File: src/rtl/clock_ctrl_pkg.sv
// Shared types and default constants for the clock power-mode sequencer.
// The state encoding is visible on the debug port, so the values are fixed.
package clock_ctrl_pkg;

    typedef enum logic [2:0] {
        ST_BOOT      = 3'd0,
        ST_WAKE      = 3'd1,
        ST_RUN       = 3'd2,
        ST_LSI_START = 3'd3,
        ST_SLEEP     = 3'd4
    } state_t;

    localparam int DEF_PLL_LOCK_CYCLES   = 16;
    localparam int DEF_LSI_SETTLE_CYCLES = 8;
    localparam int DEF_WDT_TIMEOUT       = 200;
    localparam int DEF_CNT_W             = 8;

    typedef struct packed {
        logic clk_enable;
        logic lsi_enable;
        logic pll_sel;
        logic sleep_ack;
    } clk_outs_t;

    // Moore decode: the generator controls are a pure function of the state.
    function automatic clk_outs_t state_outputs(input state_t st);
        clk_outs_t outs;
        outs = '0;
        case (st)
            ST_BOOT:      outs = 4'b0000;
            ST_WAKE:      outs = 4'b1000;
            ST_RUN:       outs = 4'b1010;
            ST_LSI_START: outs = 4'b1110;
            ST_SLEEP:     outs = 4'b0101;
            default:      outs = 4'b0000;
        endcase
        return outs;
    endfunction

endpackage

File: src/rtl/clock_ctrl_if.sv
// Request/status bundle between the power manager and the clock sequencer.
// master is the sequencer side, slave is the power-manager side.
interface clock_ctrl_if;
    import clock_ctrl_pkg::*;

    logic   sleep_req;
    logic   wake_evt;
    logic   wdt_kick;
    logic   clk_enable;
    logic   lsi_enable;
    logic   pll_sel;
    logic   sleep_ack;
    logic   wdt_bite;
    state_t state;

    modport master (
        input  sleep_req,
        input  wake_evt,
        input  wdt_kick,
        output clk_enable,
        output lsi_enable,
        output pll_sel,
        output sleep_ack,
        output wdt_bite,
        output state
    );

    modport slave (
        output sleep_req,
        output wake_evt,
        output wdt_kick,
        input  clk_enable,
        input  lsi_enable,
        input  pll_sel,
        input  sleep_ack,
        input  wdt_bite,
        input  state
    );

endinterface

File: src/rtl/clock_ctrl_wdt_counter.sv
// Cycle-counting watchdog. o_expire is the same-cycle terminal condition the
// sequencer needs to pick BOOT; o_bite is its registered one-cycle copy.
module wdt_counter #(
    parameter int CNT_W       = 8,
    parameter int WDT_TIMEOUT = 200
) (
    input  logic clk,
    input  logic reset,
    input  logic i_run,
    input  logic i_kick,
    input  logic i_clear,
    output logic o_expire,
    output logic o_bite
);

    localparam logic [CNT_W-1:0] TERM_CNT = CNT_W'(WDT_TIMEOUT);

    logic [CNT_W-1:0] r_cnt;
    logic             r_bite;

    // A kick on the terminal cycle wins over the bite.
    assign o_expire = i_run && !i_kick && (r_cnt == TERM_CNT);
    assign o_bite   = r_bite;

    always_ff @(posedge clk or negedge reset) begin
        if (!reset) begin
            r_cnt  <= '0;
            r_bite <= 1'b0;
        end else begin
            r_bite <= o_expire;
            if (i_clear || i_kick || o_expire) begin
                r_cnt <= '0;
            end else if (i_run) begin
                r_cnt <= r_cnt + 1'b1;
            end
        end
    end

endmodule

File: src/rtl/clock_ctrl.sv
// Power-mode sequencer for the system clock generator. Every output is a flop
// loaded from the next-state decode, so outputs change exactly with the state.
module clock_ctrl
    import clock_ctrl_pkg::*;
#(
    parameter int PLL_LOCK_CYCLES   = DEF_PLL_LOCK_CYCLES,
    parameter int LSI_SETTLE_CYCLES = DEF_LSI_SETTLE_CYCLES,
    parameter int WDT_TIMEOUT       = DEF_WDT_TIMEOUT,
    parameter int CNT_W             = DEF_CNT_W
) (
    input  logic         clk,
    input  logic         reset,
    clock_ctrl_if.master bus
);

    localparam logic [CNT_W-1:0] LOCK_LAST   = CNT_W'(PLL_LOCK_CYCLES - 1);
    localparam logic [CNT_W-1:0] SETTLE_LAST = CNT_W'(LSI_SETTLE_CYCLES - 1);
    localparam logic [CNT_W-1:0] CNT_MAX     = '1;

    state_t           r_state;
    state_t           w_state_next;
    logic [CNT_W-1:0] r_cnt;
    logic [CNT_W-1:0] w_cnt_next;
    clk_outs_t        r_outs;
    clk_outs_t        w_outs_next;
    logic             w_phase_cnt;
    logic             w_wdt_run;
    logic             w_wdt_clear;
    logic             w_wdt_expire;
    logic             w_wdt_bite;

    assign w_wdt_run   = (r_state == ST_RUN) || (r_state == ST_LSI_START);
    assign w_wdt_clear = !w_wdt_run;
    assign w_phase_cnt = (r_state == ST_WAKE) || (r_state == ST_LSI_START);

    wdt_counter #(
        .CNT_W       (CNT_W),
        .WDT_TIMEOUT (WDT_TIMEOUT)
    ) u_wdt (
        .clk      (clk),
        .reset    (reset),
        .i_run    (w_wdt_run),
        .i_kick   (bus.wdt_kick),
        .i_clear  (w_wdt_clear),
        .o_expire (w_wdt_expire),
        .o_bite   (w_wdt_bite)
    );

    // Bite outranks wake, wake outranks sleep.
    always_comb begin
        w_state_next = r_state;
        if (w_wdt_expire) begin
            w_state_next = ST_BOOT;
        end else begin
            case (r_state)
                ST_BOOT: begin
                    w_state_next = ST_WAKE;
                end
                ST_WAKE: begin
                    if (r_cnt == LOCK_LAST) begin
                        w_state_next = ST_RUN;
                    end
                end
                ST_RUN: begin
                    if (bus.sleep_req && !bus.wake_evt) begin
                        w_state_next = ST_LSI_START;
                    end
                end
                ST_LSI_START: begin
                    if (bus.wake_evt) begin
                        w_state_next = ST_RUN;
                    end else if (r_cnt == SETTLE_LAST) begin
                        w_state_next = ST_SLEEP;
                    end
                end
                ST_SLEEP: begin
                    if (bus.wake_evt) begin
                        w_state_next = ST_WAKE;
                    end
                end
                default: begin
                    w_state_next = ST_BOOT;
                end
            endcase
        end
    end

    // Phase counter restarts on every transition and saturates rather than wraps.
    always_comb begin
        w_cnt_next = '0;
        if ((w_state_next == r_state) && w_phase_cnt) begin
            w_cnt_next = (r_cnt == CNT_MAX) ? r_cnt : r_cnt + 1'b1;
        end
    end

    assign w_outs_next = state_outputs(w_state_next);

    always_ff @(posedge clk or negedge reset) begin
        if (!reset) begin
            r_state <= ST_BOOT;
            r_cnt   <= '0;
            r_outs  <= '0;
        end else begin
            r_state <= w_state_next;
            r_cnt   <= w_cnt_next;
            r_outs  <= w_outs_next;
        end
    end

    assign bus.clk_enable = r_outs.clk_enable;
    assign bus.lsi_enable = r_outs.lsi_enable;
    assign bus.pll_sel    = r_outs.pll_sel;
    assign bus.sleep_ack  = r_outs.sleep_ack;
    assign bus.wdt_bite   = w_wdt_bite;
    assign bus.state      = r_state;

endmodule

File: src/flat_wrapper.sv
// flat-port wrapper written by rule: the top's interface ports become plain ports
module clock_ctrl_flat import clock_ctrl_pkg::*;
#(
    parameter int PLL_LOCK_CYCLES   = DEF_PLL_LOCK_CYCLES,
    parameter int LSI_SETTLE_CYCLES = DEF_LSI_SETTLE_CYCLES,
    parameter int WDT_TIMEOUT       = DEF_WDT_TIMEOUT,
    parameter int CNT_W             = DEF_CNT_W
)
  (clk, reset, bus_sleep_req, bus_wake_evt, bus_wdt_kick, bus_clk_enable, bus_lsi_enable, bus_pll_sel, bus_sleep_ack, bus_wdt_bite, bus_state);
  clock_ctrl_if bus_i ();
  input  logic clk;
  input  logic reset;
  input wire logic [$bits(bus_i.sleep_req)-1:0] bus_sleep_req;
  input wire logic [$bits(bus_i.wake_evt)-1:0] bus_wake_evt;
  input wire logic [$bits(bus_i.wdt_kick)-1:0] bus_wdt_kick;
  output wire logic [$bits(bus_i.clk_enable)-1:0] bus_clk_enable;
  output wire logic [$bits(bus_i.lsi_enable)-1:0] bus_lsi_enable;
  output wire logic [$bits(bus_i.pll_sel)-1:0] bus_pll_sel;
  output wire logic [$bits(bus_i.sleep_ack)-1:0] bus_sleep_ack;
  output wire logic [$bits(bus_i.wdt_bite)-1:0] bus_wdt_bite;
  output wire logic [$bits(bus_i.state)-1:0] bus_state;
  assign bus_i.sleep_req = bus_sleep_req;
  assign bus_i.wake_evt = bus_wake_evt;
  assign bus_i.wdt_kick = bus_wdt_kick;
  assign bus_clk_enable = bus_i.clk_enable;
  assign bus_lsi_enable = bus_i.lsi_enable;
  assign bus_pll_sel = bus_i.pll_sel;
  assign bus_sleep_ack = bus_i.sleep_ack;
  assign bus_wdt_bite = bus_i.wdt_bite;
  assign bus_state = bus_i.state;
  clock_ctrl #(.PLL_LOCK_CYCLES(PLL_LOCK_CYCLES), .LSI_SETTLE_CYCLES(LSI_SETTLE_CYCLES), .WDT_TIMEOUT(WDT_TIMEOUT), .CNT_W(CNT_W)) u_core (.clk(clk), .reset(reset), .bus(bus_i));
endmodule
File: config.mk
export PLATFORM = sky130hd
export DESIGN_NAME = clock_ctrl_flat
export DESIGN_NICKNAME = d
export VERILOG_FILES = /design/src/rtl/clock_ctrl_pkg.sv /design/src/rtl/clock_ctrl_if.sv /design/src/rtl/clock_ctrl_wdt_counter.sv /design/src/rtl/clock_ctrl.sv /design/src/flat_wrapper.sv
export SDC_FILE = /design/constraint.sdc
export NUM_CORES = 1
export LEC_CHECK = 0
export ABC_AREA = 1
export BUFFER_PORTS_ARGS = -buffer_cell sky130_fd_sc_hd__buf_2
export CAP_MARGIN = 20
export CORE_MARGIN = 1
export CORE_UTILIZATION = 35
export DETAILED_ROUTE_END_ITERATION = 16
export GPL_ROUTABILITY_DRIVEN = 1
export PLACE_DENSITY = 0.63
export SLEW_MARGIN = 20
export SYNTH_ARGS = -nofsm -noshare
export SYNTH_HDL_FRONTEND = slang
export SYNTH_SLANG_ARGS = --single-unit
export TNS_END_PERCENT = 20
File: constraint.sdc
create_clock -name clk -period 2.27 [get_ports clk]
set_input_delay 0 -clock clk [delete_from_list [all_inputs] [get_ports clk]]
set_output_delay 0 -clock clk [all_outputs]
set_load 0.01 [all_outputs]
==> results of run 1 <==
logic make-up after synthesis:
kind of cell | after synthesis
compound gates | 14
xor+xnor | 1
fa+ha+maj | 3
buf+inv | 25
flops | 24
simple gates | 85
worst paths after layout:
kind	start	slack (ns)	cells after the start	endpoint
worst min-delay path	bus_wake_evt	0.04	4	u_core.bus.sleep_ack$_DFF_PN0_
max in group asynchronous	reset	1.72	2	u_core.u_wdt.r_cnt[3]$_DFFE_PN0P_
worst min register to register	u_core.u_wdt.r_cnt[0]$_DFFE_PN0P_	0.49	1	u_core.u_wdt.r_cnt[0]$_DFFE_PN0P_
worst max register to register	u_core.r_cnt[0]$_DFFE_PN0P_	0.85	6	u_core.bus.clk_enable$_DFF_PN0_
min in group asynchronous	reset	0.18	2	u_core.r_cnt[7]$_DFFE_PN0P_
worst max-delay path	u_core.r_cnt[0]$_DFFE_PN0P_	0.85	6	u_core.bus.clk_enable$_DFF_PN0_
synth_stat cells:
library cell / n
nor2_4: 1
o21ai_1: 2
inv_1: 25
a21o_1: 1
nor3_2: 2
dfrtp_1: 24
nand2_1: 32
nand3_1: 12
nand3_4: 2
nand3_2: 2
a21oi_1: 4
o21bai_1: 1
nand4_1: 1
o21ai_0: 5
nor2_1: 26
ha_1: 3
a21boi_0: 1
nor3_1: 4
nor3b_1: 3
xnor2_1: 1
flip-flops by register name, summed over array words and instances, names as in the netlist:
| register | count |
|---|---|
| u_core.bus.state | 3 |
| u_core.bus.pll_sel | 1 |
| u_core.bus.lsi_enable | 1 |
| u_core.u_wdt.r_cnt | 8 |
| u_core.r_cnt | 8 |
| u_core.u_wdt.o_bite | 1 |
| u_core.bus.sleep_ack | 1 |
| u_core.bus.clk_enable | 1 |
stage by stage:
| stage | cells | cell area [um2] |
|---|---|---|
| 4_1_cts | 216 | 1410 |
| 5_1_grt | 216 | 1410 |
| 2_1_floorplan | 152 | 1230 |
| 3_5_place_dp | 210 | 1350 |
| 3_3_place_gp | 210 | 1350 |
| 6_report | 216 | 1410 |
cells in the final DEF (no fill, tap or decap):
master,count
nand2_1,32
nor2_1,26
inv_1,25
dfrtp_1,24
nand3_1,12
buf_2,12
o21ai_0,5
nor3_1,4
a21oi_1,4
nor3b_1,3
ha_1,3
clkbuf_4,3
nor3_2,2
nand3_2,2
o21ai_1,2
nand3_4,2
dlygate4sd3_1,2
nor2_4,1
a21boi_0,1
xnor2_1,1
o21bai_1,1
nand4_1,1
a21o_1,1
clkbuf_8,1
power breakdown:
part / total [W] / switching (W) / internal (W) / leakage, nW
registers: 0.000536 / 0.0000512 / 0.000484 / 0.324
logic: 0.000290 / 0.000179 / 0.000111 / 0.378
clock network: 0.000221 / 0.000124 / 0.0000979 / 0.0210
layer usage:
metal / share of wire [%] / up-vias
li1: - / 513
met1: 45 / 479
met2: 52 / 4
met3: 2.0 / 2
met4: 0.85 / 0
met5: 0 / -
worst reg2reg max path, delay by kind of cell, from the launching register on:
kind            cells  cell delay [ns]
compound gates      1             0.23
fa+ha+maj           1             0.23
simple gates        4             0.45
flops               1             0.41
final cells by class:
cell class	count	share of cell area (%)
multi-input combinational	103	38.2
sequential	24	42.7
timing repair buffer	14	5.70
inverter	25	6.68
clock buffer	4	2.58
tap	46	4.10
==> results.json, run 1 <==
{
  "die_w_um": 61.3,
  "fmax_mhz": 704,
  "initial_core_util_pct": 36.6,
  "arrival_ns": 1.63,
  "core.rowCount": 21,
  "period_needed_ns": 1.42,
  "dpl.hpwl_um": 1730,
  "ys_top_cells_by_area": "dfrtp_1, nand2_1, nor2_1",
  "end_kind": "register",
  "ctsRootBufferMaster": "clkbuf_4",
  "synth_top_family_by_area": "simple AND/OR/NAND/NOR gates",
  "cts.clk_slew.worst_paths_ns": 0.13,
  "io_buffer_count": 12,
  "use_met3_pct": 4.20,
  "multi_input_area_um2": 537,
  "final_nets": 179,
  "cpMostUsedCell": "nand2_1",
  "postCtsResizedCells": 0,
  "run_status": "finished, final reports clean",
  "diodes": 0,
  "syn_area_mm2": 0.00123,
  "post-route-drc-count": 0,
  "grt_pass1_vias": 949,
  "fin_util_pct": 41.8,
  "gr-usage-met1_pct": 13.9,
  "fill_cells": 377,
  "syn_to_final_growth_pct": 14.1,
  "power_w": 0.00105,
  "min_period_over_period_pct": 62.6,
  "seq_area_frac_synth_pct": 48.8,
  "tightest_slew_ns": 0.537,
  "clockBufferDepth": 2,
  "met2_usage_pct": 25.3,
  "clk_latency_ns": 0.31,
  "power_per_cell_area_mw_per_mm2": 745,
  "syn-mean-instance-area_um2": 8.10,
  "overflow": 0,
  "cts_hold_buf": 2,
  "track_usage_pct": 13.5,
  "timing.hold.ws_ns": 0.0357,
  "top_usage_layer": "met2",
  "dr.pass1.iters": 4,
  "via_count": 998,
  "netlist_instances": 152,
  "dieArea_mm2": 0.00376,
  "cts_max_level": 1,
  "worst-setup-path-type": "reg2reg",
  "layout-drive-gt1-share_pct": 13.5,
  "crit_slowest_cell": "dfrtp_1",
  "core_area_mm2": 0.00336,
  "postSynthNetCount": 160,
  "antenna_found_initial": 0,
  "hp-class": "in2reg",
  "yosys.area_share.xor_xnor_pct": 0.711,
  "drtAntennaViolNets": 0,
  "post-place-ws_ns": 0.854,
  "ff_latch_area_um2": 601,
  "crit_fanout": 4,
  "ys_warn_count": 0,
  "wl_um": 2230,
  "synth_compound_area_share_pct": 6.30,
  "tns_ns": 0,
  "cts_tree": "built",
  "p_leak_nw": 0.723,
  "relSlewSlack_pct": 64.2,
  "crit_required_ns": 2.48,
  "detail_route.wl_per_cell_um": 10.3,
  "cpPeakStageDelay_ns": 0.41,
  "rsz0062_at_grt": "no",
  "drtIter0Drc": 48,
  "hold_viol": 0,
  "path_cells": "ha_1 > nand3_1 > o21ai_0 > nand3_2 > nand2_1 > nand2_1",
  "grt_first_pass_wirelength_um": 3630,
  "gp_congestion": 0.776,
  "pin_count": 13,
  "grt_max_degree": 25,
  "synth-seq-cells": 24,
  "cp_top_family": "simple AND/OR/NAND/NOR gates",
  "synth_adder_area_share_pct": 3.05,
  "ir_worst_vdd_v": 0.000344,
  "cts.sinks": 24,
  "synth_top_area_cell": "dfrtp_1",
  "cts_setup_buffers": 0,
  "cts_made_buffers": 3,
  "die_y_um": 61.3,
  "setup_viol": 0,
  "yosysTopAreaCellShare_pct": 48.8,
  "muxShareOfSynthArea_pct": 0,
  "viasPerCell": 4.62,
  "slew_violations": 0,
  "synthSimpleGateAreaFrac_pct": 33.5,
  "synthDistinctLibCells": 20,
  "setup_ws_ns": 0.849,
  "fin_skew_ns": 0.0116,
  "worstSetupStartpointType": "register",
  "drv_cap": 0,
  "path_buf_inv": 0
}
Note: power is estimated with default switching activity, not from simulation.
==> run 2, diff against run 1 <==
--- a/config.mk
+++ b/config.mk
@@ -5,7 +5,7 @@
 export SDC_FILE = /design/constraint.sdc
 export NUM_CORES = 1
 export LEC_CHECK = 0
-export ABC_AREA = 1
+export ABC_AREA = 0
 export BUFFER_PORTS_ARGS = -buffer_cell sky130_fd_sc_hd__buf_2
 export CAP_MARGIN = 20
 export CORE_MARGIN = 1
==> constraint.sdc (replaced) <==
create_clock -name clk -period 1.5 [get_ports clk]
set_input_delay 0 -clock clk [delete_from_list [all_inputs] [get_ports clk]]
set_output_delay 0 -clock clk [all_outputs]
set_load 0.01 [all_outputs]
==> results.json, run 2 <==
{
  "reg2reg_from": "u_core.bus.state[2]$_DFF_PN0_",
  "post-route-drc-count": 0,
  "violations": "setup timing",
  "dp_cells": 203,
  "track_usage_pct": 16.1,
  "synth_edf_count": 0,
  "seq_area_frac_synth_pct": 48.0,
  "relSlewSlack_pct": 64.7,
  "run_status": "finished, violations left",
  "postSynthNetCount": 129,
  "clk_latency_ns": 0.32,
  "core_area_mm2": 0.00339,
  "wl_um": 3000,
  "cpPeakStageDelay_ns": 0.46,
  "period_needed_ns": 1.57,
  "syn_to_final_growth_pct": 48.0,
  "via_count": 1106,
  "drv_cap": 0,
  "path_cells": "or3b_4 > o311a_4 > o31ai_4 > buf_12 > nor3_2",
  "worst-setup-path-type": "reg2reg",
  "fmax_mhz": 635,
  "ff2ff_path_depth": 5,
  "crit_slowest_cell": "dfrtp_2",
  "io_buffer_count": 12,
  "clockBufferDepth": 2,
  "fin_util_pct": 54.6,
  "die_w_um": 61.8,
  "initial_core_util_pct": 36.9,
  "detail_route.wl_per_cell_um": 13.7,
  "hold_viol": 0,
  "final_nets": 182,
  "cts.clk_slew.worst_paths_ns": 0.14,
  "viasPerCell": 5.05,
  "cts_made_buffers": 3,
  "dr.pass1.iters": 5,
  "arrival_ns": 1.78,
  "yosysTopAreaCellShare_pct": 48.0,
  "mostFrequentLayoutCells": "buf_4, dfrtp_1, nor2_1, buf_2",
  "slew_violations": 0,
  "synth_top_area_cell": "dfrtp_1",
  "r2r_slack_ns": -0.07,
  "netlist_instances": 121,
  "gp_congestion": 0.836,
  "ys_top_cells_by_area": "dfrtp_1, nor2_1, xor2_1",
  "layout-drive-gt1-share_pct": 46.2,
  "ys_top_cells_by_count": "dfrtp_1, nor2_1, nand3_1",
  "power_per_cell_area_mw_per_mm2": 707,
  "die_y_um": 61.8,
  "layout.cells.non_filler": 219,
  "grt_first_pass_wirelength_um": 4510,
  "p_leak_nw": 0.846,
  "end_kind": "register",
  "async_reset_ff_share_pct": 100,
  "setup_viol": 12,
  "setup_ws_ns": -0.0745,
  "fin_skew_ns": 0.0111,
  "cts.sinks": 24,
  "syn_area_mm2": 0.00125,
  "tightest_slew_ns": 0.530,
  "ctsRootBufferMaster": "clkbuf_4",
  "crit_required_ns": 1.71,
  "antenna_found_initial": 0,
  "grt_max_degree": 25,
  "post_dp_cell_area_mm2": 0.00157,
  "hp-class": "in2async",
  "dpl.hpwl_um": 1960,
  "synth_flop_cell": "dfrtp_1",
  "cts_max_level": 1,
  "synth_most_common_cell": "dfrtp_1",
  "layout_commonest_cell": "buf_4",
  "r2r-end": "u_core.r_cnt[6]$_DFFE_PN0P_",
  "design_area_mm2": 0.00185,
  "pin_count": 13,
  "fill_cells": 284,
  "core.rowCount": 21,
  "ir_worst_vdd_v": 0.000478,
  "drtIter0Drc": 53,
  "drtAntennaViolNets": 0,
  "post-place-ws_ns": -0.130,
  "crit_fanout": 8,
  "overflow": 0,
  "diodes": 0,
  "worstSetupStartpointType": "register",
  "syn-mean-instance-area_um2": 10.3,
  "ys_warn_count": 0,
  "synth-seq-cells": 24,
  "rsz0062_at_grt": "yes",
  "grt_pass1_vias": 1014,
  "cts_tree": "built",
  "dieArea_mm2": 0.00382,
  "synthDistinctLibCells": 35,
  "min_period_over_period_pct": 105
}
-- run 2: what timing repair did --
item                                   in CTS  in global routing
pin swaps                                   7                  4
setup endpoints to repair                  16                 23
gates resized for setup                    14                 10
hold buffers                                3                  0
endpoints found under the hold margin      28                  0
setup buffers                               8                  2
-- run 2: stage by stage --
step	hold WS (ns)	power, W	TNS, ns
final	0.166	0.00131	-0.619
after global routing	0.231	0.00136	-1.13
after CTS	0.180	0.00131	-0.794
after detailed placement	0.0129	0.000802	-0.745
after global placement	0.000932	0.000798	-0.513
after floorplan	-0.296	0.000746	-0.218
-- run 2: critical path: cells and delay by family (launching register included) --
| family | cells | cell delay, ns |
|---|---|---|
| buf+inv | 1 | 0.16 |
| flops | 1 | 0.46 |
| simple gates | 2 | 0.43 |
| compound gates | 2 | 0.40 |
-- run 2: layer usage --
layer	global-route usage (%)	routed length, um
met1	20.5	1270
met2	27.2	1640
met5	0	0
met4	3.81	22
met3	4.35	77
-- run 2: how the worst max path moves through the flow --
stage | start | endpoint | slack [ns] | cells past startpoint
floorplan | u_core.r_cnt[5]$_DFFE_PN0P_ | u_core.r_cnt[0]$_DFFE_PN0P_ | -0.03 | 4
global placement | u_core.r_cnt[1]$_DFFE_PN0P_ | u_core.r_cnt[1]$_DFFE_PN0P_ | -0.08 | 5
detailed placement | u_core.r_cnt[0]$_DFFE_PN0P_ | u_core.r_cnt[1]$_DFFE_PN0P_ | -0.13 | 5
CTS | u_core.u_wdt.r_cnt[0]$_DFFE_PN0P_ | u_core.r_cnt[6]$_DFFE_PN0P_ | -0.09 | 7
global route | u_core.bus.state[2]$_DFF_PN0_ | u_core.r_cnt[5]$_DFFE_PN0P_ | -0.11 | 5
finish | u_core.bus.state[2]$_DFF_PN0_ | u_core.r_cnt[6]$_DFFE_PN0P_ | -0.07 | 5
-- run 2: cell families (layout without fill, tap and decap cells) --
logic type / after synthesis / after routing / synth area share [%]
AO/OA/AOI/OAI: 16 / 16 / 12.0
XOR/XNOR: 8 / 8 / 5.60
adder cells (fa/ha/maj): 3 / 3 / 3.00
buffers and inverters: 7 / 59 / 2.10
flip-flops: 24 / 24 / 48.0
multiplexers: 2 / 2 / 1.60
AND/OR/NAND/NOR: 61 / 61 / 27.7
-- run 2: layout make-up --
cell class	instances	area (um2)	area share, %
Clock buffer	3	22.5	1.22
Inverter	7	26.3	1.42
Multi-Input combinational cell	90	757	40.9
Timing Repair Buffer	48	354	19.1
Clock inverter	1	30.0	1.62
Sequential cell	24	604	32.6
Tap cell	46	57.6	3.11
-- run 2: power by group --
| part | total (W) | internal, W | switching [W] |
|---|---|---|---|
| Clock | 0.000468 | 0.000270 | 0.000197 |
| Combinational | 0.000165 | 0.0000806 | 0.0000840 |
| Sequential | 0.000676 | 0.000662 | 0.0000143 |
| Total | 0.00131 | 0.00101 | 0.000296 |
==> run 3, diff against run 2 <==
--- a/config.mk
+++ b/config.mk
@@ -9,10 +9,10 @@
 export BUFFER_PORTS_ARGS = -buffer_cell sky130_fd_sc_hd__buf_2
 export CAP_MARGIN = 20
 export CORE_MARGIN = 1
-export CORE_UTILIZATION = 35
+export CORE_UTILIZATION = 57
 export DETAILED_ROUTE_END_ITERATION = 16
 export GPL_ROUTABILITY_DRIVEN = 1
-export PLACE_DENSITY = 0.63
+export PLACE_DENSITY = 0.89
 export SLEW_MARGIN = 20
 export SYNTH_ARGS = -nofsm -noshare
 export SYNTH_HDL_FRONTEND = slang
==> results.json, run 3 (same netlist as run 2, synthesis figures left out) <==
{
  "tightest_slew_ns": 0.538,
  "pin_count": 13,
  "antenna_found_initial": 0,
  "design_area_mm2": 0.00182,
  "layout-drive-gt1-share_pct": 46.2,
  "switchingPower_w": 0.000335,
  "rsz0062_at_grt": "yes",
  "io_buffer_count": 12,
  "grt_max_degree": 25,
  "grt_pass1_vias": 1226,
  "clkPwrFrac_pct": 36.2,
  "detail_route.wl_per_cell_um": 22.9,
  "diodes": 0,
  "power_frac_comb_pct": 13.3,
  "power_per_cell_area_mw_per_mm2": 740,
  "path_buf_inv": 1,
  "crit_required_ns": 1.71,
  "slew_violations": 0,
  "dpl.hpwl_um": 2050,
  "fin_skew_ns": 0.00578,
  "cts.clk_slew.worst_paths_ns": 0.15,
  "dieArea_mm2": 0.00239,
  "violations": "setup timing",
  "crit_slowest_cell": "dfrtp_2",
  "setup_viol": 24,
  "path_cells": "or3b_4 > o311a_4 > o31ai_4 > buf_12 > a211oi_4",
  "drv_cap": 0,
  "cts_max_level": 1,
  "power.internal_w": 0.00101,
  "die_w_um": 48.9,
  "period_needed_ns": 1.71,
  "cpPeakStageDelay_ns": 0.48,
  "fin_util_pct": 90.2,
  "via_count": 1332,
  "timing.hold.ws_ns": 0.182,
  "track_usage_pct": 34.1,
  "wl_um": 4530,
  "p_leak_nw": 0.816,
  "post-route-drc-count": 0,
  "syn_to_final_growth_pct": 45.7,
  "die_y_um": 48.9,
  "final_nets": 180,
  "layout_commonest_cell": "buf_4",
  "worst-setup-path-type": "reg2reg",
  "clk_latency_ns": 0.32,
  "dr.pass1.iters": 5,
  "drtAntennaViolNets": 0,
  "post_dp_cell_area_mm2": 0.00151,
  "fmax_mhz": 585,
  "ctsRootBufferMaster": "clkbuf_4",
  "ir_worst_vdd_v": 0.000635,
  "cp_top_family": "compound AO/OA/AOI/OAI gates",
  "viasPerCell": 6.73,
  "drtIter0Drc": 117,
  "switching_share_pct": 24.9,
  "initial_core_util_pct": 61.9,
  "cts.sinks": 24,
  "gp_congestion": 0.822,
  "power_w": 0.00135,
  "cts_tree": "built",
  "clockBufferDepth": 2,
  "crit_fanout": 8,
  "mostFrequentLayoutCells": "buf_4, nor2_1, dfrtp_1, buf_2, nand3_1",
  "overflow": 0,
  "grt_first_pass_wirelength_um": 6040,
  "hold_viol": 0,
  "arrival_ns": 1.92,
  "run_status": "finished, violations left",
  "min_period_over_period_pct": 114,
  "relSlewSlack_pct": 64.1,
  "cts_made_buffers": 3,
  "setup_ws_ns": -0.210,
  "core.rowCount": 16,
  "end_kind": "register",
  "p_seq_share_pct": 50.5,
  "core_area_mm2": 0.00202,
  "worstSetupStartpointType": "register",
  "hp-class": "in2async"
}
-- run 3: cell types whose count changed in the layout (fill, tap and decap cells not counted), moves of 2 or more --
| cell | previous run | this run |
|---|---|---|
| buf_4 | 31 | 28 |
| inv_2 | 0 | 2 |
| inv_1 | 7 | 5 |
| a31oi_1 | 3 | 1 |
| nor2_1 | 20 | 22 |
-- run 3: repair_timing --
action,in CTS,in global routing
gates resized for setup,11,15
hold buffers,3,0
pin swaps,6,6
hold endpoints to repair,27,0
setup buffers,6,5
endpoints found under the setup margin,22,24
-- run 3: per-layer routing --
metal | up-vias | wire (um) | GRT usage, % | share of wire, %
met1 | 633 | 1580 | 45.7 | 35
li1 | 531 | - | - | -
met3 | 29 | 632 | 4.05 | 14
met4 | 0 | 202 | 9.80 | 4.5
met2 | 139 | 2120 | 58.1 | 47
met5 | - | 0 | 0 | 0
-- run 3: area by class of cell --
class | count | area, um2
flip-flops and latches | 24 | 604
clock inverters | 1 | 30.0
repair buffers | 46 | 343
fillers | 75 | 199
multi-input cells | 90 | 763
inverters | 7 | 26.3
clock buffers | 3 | 22.5
well taps | 27 | 33.8
-- run 3: worst paths after layout --
kind	start	to	slack (ns)	cells past startpoint
max	u_core.bus.state[2]$_DFF_PN0_	u_core.r_cnt[4]$_DFFE_PN0P_	-0.21	5
min	reset	u_core.u_wdt.r_cnt[1]$_DFFE_PN0P_	0.18	2
max in group asynchronous	reset	u_core.bus.state[1]$_DFF_PN0_	0.93	2
min in group clk	bus_sleep_req	u_core.bus.state[0]$_DFF_PN0_	0.48	6
min reg2reg	u_core.u_wdt.r_cnt[0]$_DFFE_PN0P_	u_core.u_wdt.r_cnt[0]$_DFFE_PN0P_	0.60	2
max reg2reg	u_core.bus.state[2]$_DFF_PN0_	u_core.r_cnt[4]$_DFFE_PN0P_	-0.21	5
-- run 3: per-stage QoR --
step	std cells	TNS (ns)	setup WS, ns
6_report	198	-3.23	-0.210
5_1_grt	198	-3.96	-0.234
4_1_cts	193	-1.23	-0.137
3_5_place_dp	180	-1.16	-0.137
3_3_place_gp	180	-0.395	-0.0543
2_1_floorplan	121	-0.218	-0.0288
-- run 3: power by group through the flow --
stage	combinational (W)	sequential, W	clock (W)
after global placement	0.000117	0.000685	0
after floorplan	0.0000552	0.000690	0
final	0.000179	0.000681	0.000487
after global routing	0.000191	0.000682	0.000514
after CTS	0.000147	0.000675	0.000474
after detailed placement	0.000124	0.000686	0
-- run 3: worst register-to-register path, cell delays in order, from the launching register on --
cell,delay [ns]
dfrtp_2,0.48
or3b_4,0.42
o311a_4,0.42
o31ai_4,0.08
buf_12,0.17
a211oi_4,0.04
